File: config.mk
export PLATFORM = sky130hd
export DESIGN_NAME = uart_rx_fifo
export DESIGN_NICKNAME = d
export VERILOG_FILES = /design/src/rtl/uart_rx_fifo.sv
export SDC_FILE = /design/constraint.sdc
export NUM_CORES = 1
export LEC_CHECK = 0
export ABC_AREA = 1
export BUFFER_PORTS_ARGS = -buffer_cell sky130_fd_sc_hd__buf_2
export CAP_MARGIN = 10
export CORE_UTILIZATION = 60
export CTS_CLUSTER_SIZE = 14
export DETAILED_ROUTE_END_ITERATION = 16
export PLACE_DENSITY = 0.77
export SKIP_CTS_REPAIR_TIMING = 1
export SLEW_MARGIN = 20
export SYNTH_ARGS = -nofsm -noshare
export SYNTH_HDL_FRONTEND = slang
export SYNTH_SLANG_ARGS = --single-unit
File: constraint.sdc
create_clock -name clock -period 5.21 [get_ports clock]
set_input_delay 1.042 -clock clock [delete_from_list [all_inputs] [get_ports clock]]
set_output_delay 1.042 -clock clock [all_outputs]
set_load 0.02 [all_outputs]
File: src/rtl/uart_rx_fifo.sv
// 16x-oversampling UART receiver feeding a first-word-fall-through byte FIFO.
// Framing errors and FIFO overruns are reported as single-cycle pulses.
`timescale 1ns/1ps
module uart_rx_fifo #(
  parameter int CLK_FREQ = 50000000,
  parameter int BAUD     = 115200,
  parameter int DEPTH    = 8
) (
  input  logic                     clock,
  input  logic                     reset,
  input  logic                     rx,
  output logic [7:0]               data_o,
  output logic                     valid_o,
  input  logic                     ready_i,
  output logic                     frame_err_o,
  output logic                     overrun_o,
  output logic [$clog2(DEPTH):0]   count_o,
  output logic [2:0]               state_o
);

  localparam int DIV = (CLK_FREQ + 8 * BAUD) / (16 * BAUD);
  localparam int TW  = $clog2(DIV + 1);
  localparam int AW  = $clog2(DEPTH);
  localparam int CW  = AW + 1;

  typedef enum logic [2:0] {
    ST_IDLE  = 3'd0,
    ST_START = 3'd1,
    ST_DATA  = 3'd2,
    ST_STOP  = 3'd3,
    ST_BREAK = 3'd4
  } state_t;

  state_t          state;
  logic            rx_meta;
  logic            rxs;
  logic [TW-1:0]   tick_cnt;
  logic            tick;
  logic [3:0]      sc;
  logic [2:0]      bi;
  logic [7:0]      shreg;
  logic            push;

  logic [7:0]      mem [DEPTH];
  logic [AW-1:0]   wr_ptr;
  logic [AW-1:0]   rd_ptr;
  logic            pop;
  logic            push_ok;

  assign state_o = state;

  always_ff @(posedge clock or posedge reset) begin
    if (reset) begin
      rx_meta <= 1'b1;
      rxs     <= 1'b1;
    end else begin
      rx_meta <= rx;
      rxs     <= rx_meta;
    end
  end

  // Held at zero while idle so the first tick lands DIV cycles after start detection.
  assign tick = (tick_cnt == TW'(DIV - 1));

  always_ff @(posedge clock or posedge reset) begin
    if (reset) begin
      tick_cnt <= '0;
    end else if (state == ST_IDLE || tick) begin
      tick_cnt <= '0;
    end else begin
      tick_cnt <= tick_cnt + TW'(1);
    end
  end

  always_ff @(posedge clock or posedge reset) begin
    if (reset) begin
      state       <= ST_IDLE;
      sc          <= 4'd0;
      bi          <= 3'd0;
      shreg       <= 8'h00;
      frame_err_o <= 1'b0;
    end else begin
      frame_err_o <= 1'b0;
      case (state)
        ST_IDLE: begin
          if (!rxs) begin
            sc    <= 4'd0;
            state <= ST_START;
          end
        end
        ST_START: begin
          if (tick) begin
            if (sc == 4'd7) begin
              if (rxs) begin
                state <= ST_IDLE;
              end else begin
                sc    <= 4'd0;
                bi    <= 3'd0;
                state <= ST_DATA;
              end
            end else begin
              sc <= sc + 4'd1;
            end
          end
        end
        ST_DATA: begin
          if (tick) begin
            if (sc == 4'd15) begin
              sc    <= 4'd0;
              shreg <= {rxs, shreg[7:1]};
              bi    <= bi + 3'd1;
              if (bi == 3'd7) state <= ST_STOP;
            end else begin
              sc <= sc + 4'd1;
            end
          end
        end
        ST_STOP: begin
          if (tick) begin
            if (sc == 4'd15) begin
              sc <= 4'd0;
              if (rxs) begin
                state <= ST_IDLE;
              end else begin
                frame_err_o <= 1'b1;
                state       <= ST_BREAK;
              end
            end else begin
              sc <= sc + 4'd1;
            end
          end
        end
        ST_BREAK: begin
          if (rxs) state <= ST_IDLE;
        end
        default: state <= ST_IDLE;
      endcase
    end
  end

  assign push = (state == ST_STOP) && tick && (sc == 4'd15) && rxs;

  // Consumer handshake: the head byte on data_o is taken on any rising edge where
  // valid_o and ready_i are both high; data_o holds the next entry one cycle later.
  assign valid_o = (count_o != '0);
  assign data_o  = valid_o ? mem[rd_ptr] : 8'h00;
  assign pop     = valid_o & ready_i;
  assign push_ok = push & ((count_o < CW'(DEPTH)) | pop);

  always_ff @(posedge clock) begin
    if (push_ok) mem[wr_ptr] <= shreg;
  end

  always_ff @(posedge clock or posedge reset) begin
    if (reset) begin
      wr_ptr    <= '0;
      rd_ptr    <= '0;
      count_o   <= '0;
      overrun_o <= 1'b0;
    end else begin
      overrun_o <= push & ~push_ok;
      if (push_ok) wr_ptr <= wr_ptr + AW'(1);
      if (pop)     rd_ptr <= rd_ptr + AW'(1);
      case ({push_ok, pop})
        2'b10:   count_o <= count_o + CW'(1);
        2'b01:   count_o <= count_o - CW'(1);
        default: count_o <= count_o;
      endcase
    end
  end

endmodule

==> impl_metrics.csv <==
group,metric,value,unit
critical_path,cp.depth,6,
die,fp.dieH,89.3,um
cts,worstSkewPairLatency,370,ps
critical_path,crit_fanout,34,
detailed_routing,wl_per_cell,15.3,um
job,drv_cap,0,
synth,synth_nets,465,
placed_design,io_buffers,21,
layout,fillers,572,
die,core,0.00729,mm2
timing,setup_tns,0,ps
placed_design,dpl.hpwl,5.80,mm
timing,layout_worst_path_cycle_share,72.2,%
hold_path,hold_depth,0,
synth,yosysSeqAreaShare,62.4,%
critical_path,r2r_cells,15,
run_status,status,"complete, no violations",
critical_path,cpPeakStageDelay,1020,ps
critical_path,critical_path.slowest_cell,"dfrtp_1",
timing,finalHoldViolations,0,
grt,first_global_vias,3014,
synth,syn-instance-count,451,
grt,grt_max_degree,38,
timing,fin_skew,16.9,ps
synth,synth_area_leaders,"edfxtp_1, dfrtp_1, nor2_1",
detailed_routing,wirelength,8.88,mm
timing,worstMarginPinSlew,1010,ps
timing,rsz0062_at_grt,"no",
placed_design,place_ws,1940,ps
power,irDropWorstVdd,0.148,mV
detailed_routing,met1_length,3.87,mm
layout,register_area,0.00285,mm2
hold_path,holdCritPathClass,"reg -> reg",
synth,syn_area_per_cell,10.1,um2
detailed_routing,dr_wl_met2,4.41,mm
critical_path,cp_top_family,"flip-flops",
detailed_routing,drc,0,
grt,gr-total-overflow,0,
critical_path,worstPathRequired,4170,ps
detailed_routing,firstDrtPassIters,4,
detailed_routing,num_vias,3224,
power,powerDensity,286,mW/mm2
layout,areaGrowthSynthToFinish,10.2,%
timing,final-max-slew-violation-count,0,
cts,cts_buffer_depth,2,
synth,synth_top_area_share,42.1,%
synth,yosysWarnings,0,
detailed_routing,wl_met3,372,um
cts,cts-root-buf,"clkbuf_8",
cts,cts.sinks,101,
timing,setup_viol,0,
layout,fin_area,0.00503,mm2
timing,maxSlewHeadroom,32.4,%
layout,nets,489,
detailed_routing,highest_layer,"met4",
cts,htreeDepth,3,
critical_path,start_kind,"flip-flop",
synth,syn_area,0.00457,mm2
synth,yosys.area.top_type,"edfxtp_1",
synth,ys_ff_latch,101,
layout,n_antenna_cell,0,
placed_design,place_congestion,0.932,
layout,drive_gt1_share,16.9,%
die,io_pins,22,
cts,cts_tree,"yes",
die,rows,31,
die,die_w,89.3,um
cts,cts_inserted_buffers,9,
timing,max_freq,266,MHz
critical_path,critPathArrivalTime,2720,ps
critical_path,cp-end-kind,"output port",
timing,period_minus_slack,3760,ps
grt,track_usage,24.6,%
cts,path_clk_slew,90,ps
grt,grt_pass1_wl,14.2,mm
synth,yosysUniqueCellTypes,32,
detailed_routing,detail-route-antenna-nets,0,
critical_path,path_cells,"inv_2 > o21ai_0 > o21ai_0 > nor2_1 > nor2_1 > buf_2",
power,p_leak,0.00232,uW
placed_design,dpl_cell_area,0.00478,mm2
grt,antenna_found_initial,0,
critical_path,critical_path_buf_inv_count,2,
detailed_routing,drtIter0Drc,240,
detailed_routing,routed_via_density,5.57,
die,start_util,62.7,%
die,die_area,0.00797,mm2
critical_path,crit_type,"reg -> out",
layout,multi_input_area,0.00158,mm2
timing,fin_ws,1450,ps
registers in the layout, summed over array words and instances, names as in the netlist, 3 cells and up:
signal / count
sc: 4
state_o: 3
count_o: 4
rd_ptr: 3
tick_cnt: 5
shreg: 8
bi: 3
wr_ptr: 3
mem: 64
layout make-up:
type / count / share of cell area [%]
repair buffers: 25 / 2.68
clock inverters: 6 / 2.21
multi-input cells: 310 / 31.4
inverters: 28 / 2.09
well taps: 99 / 2.46
clock buffers: 10 / 2.54
flip-flops and latches: 101 / 56.6
cells in the final DEF, fill, tap and decap left out:
master     count
inv_2         10
nand2_4        2
nand2_2        7
o21ai_1        7
xor2_1         4
nor3_2         5
nand4_1        5
nand3b_1       2
edfxtp_1      64
nand3_2        4
bufinv_16      3
a21oi_2        1
buf_4          4
dfrtp_1       35
o21ai_0       57
nor2_8         1
xnor2_1        2
nor2_2         5
inv_8          1
nor3_1         5
nand2_1       78
o21ai_4        1
buf_2         21
nand3_1       28
a21oi_1        3
clkinv_2       2
clkbuf_8       9
nor2_1        80
dfstp_2        2
inv_1         18
nand4_2        1
clkbuf_1       1
ha_1          10
or2_2          1
nor2_4         1
synthesized netlist by cell type:
cell type and count:
o21ai_4 1, nand2_4 2, dfrtp_1 35, nand2_1 78, o21ai_0 57, nor3_1 10, nor2_4 1, nand3b_1 2
nor2_1 80, inv_2 10, or2_2 1, buf_4 1, a21oi_1 3, buf_6 1, nand2_2 7, edfxtp_1 64
dfstp_2 2, a21oi_2 1, nand3_1 28, ha_1 10, nand4_2 1, nor2_2 5, buf_1 1, nor2_8 1
nand3_2 4, xor2_1 4, buf_2 2, nand4_1 5, clkbuf_1 7, inv_1 18, xnor2_1 2, o21ai_1 7
final timing paths:
path / from / end / slack, ps
worst max-delay path: rd_ptr[0] / data_o[0] / 1450
worst min-delay path: rx_meta / rxs / 370
worst max register to register: tick_cnt[0] / count_o[2] / 2740
worst min register to register: rx_meta / rxs / 370
max in group asynchronous: reset / rxs / 4080
min in group asynchronous: reset / count_o[1] / 770
per-stage QoR:
step	std cells	power, uW	hold slack [ps]	utilization, %
after floorplan	451	869	345	-
after global placement	563	872	351	65.5
after detailed placement	563	873	356	65.5
after CTS	579	1440	373	68.8
after global routing	579	1480	366	69.0
final	579	1440	370	69.0
per-layer routing:
metal	GRT usage (%)	vias to the layer above
met5	0	-
met4	11.1	0
met3	4.71	21
met2	41.1	84
met1	31.4	1543
li1	-	1576
power by group:
| part | leakage (uW) | switching, uW | internal (uW) |
|---|---|---|---|
| clock network | 0.000122 | 262 | 321 |
| logic | 0.000979 | 6.82 | 1.73 |
| registers | 0.00121 | 1.10 | 845 |
cells by family (layout without fill, tap and decap cells):
kind of cell / Yosys count / in the layout / share of synthesized area [%]
xor+xnor: 6 / 6 / 1.15
buf+inv: 40 / 69 / 3.59
compound gates: 69 / 69 / 7.89
flops: 101 / 101 / 62.4
fa+ha+maj: 10 / 10 / 2.74
simple gates: 225 / 225 / 22.3
worst reg2reg max path, stage by stage, from the launching register on:
cell	delay [ps]
dfrtp_1	420
inv_1	70
ha_1	170
nand2_1	70
nor2_2	210
nand2_4	120
nor2_8	130
nand2_1	140
ha_1	250
nand2_1	90
inv_1	40
nor2_1	160
ha_1	170
a21oi_1	40
xor2_1	160
o21ai_0	140
No activity file was read; power rests on OpenSTA's default activity.
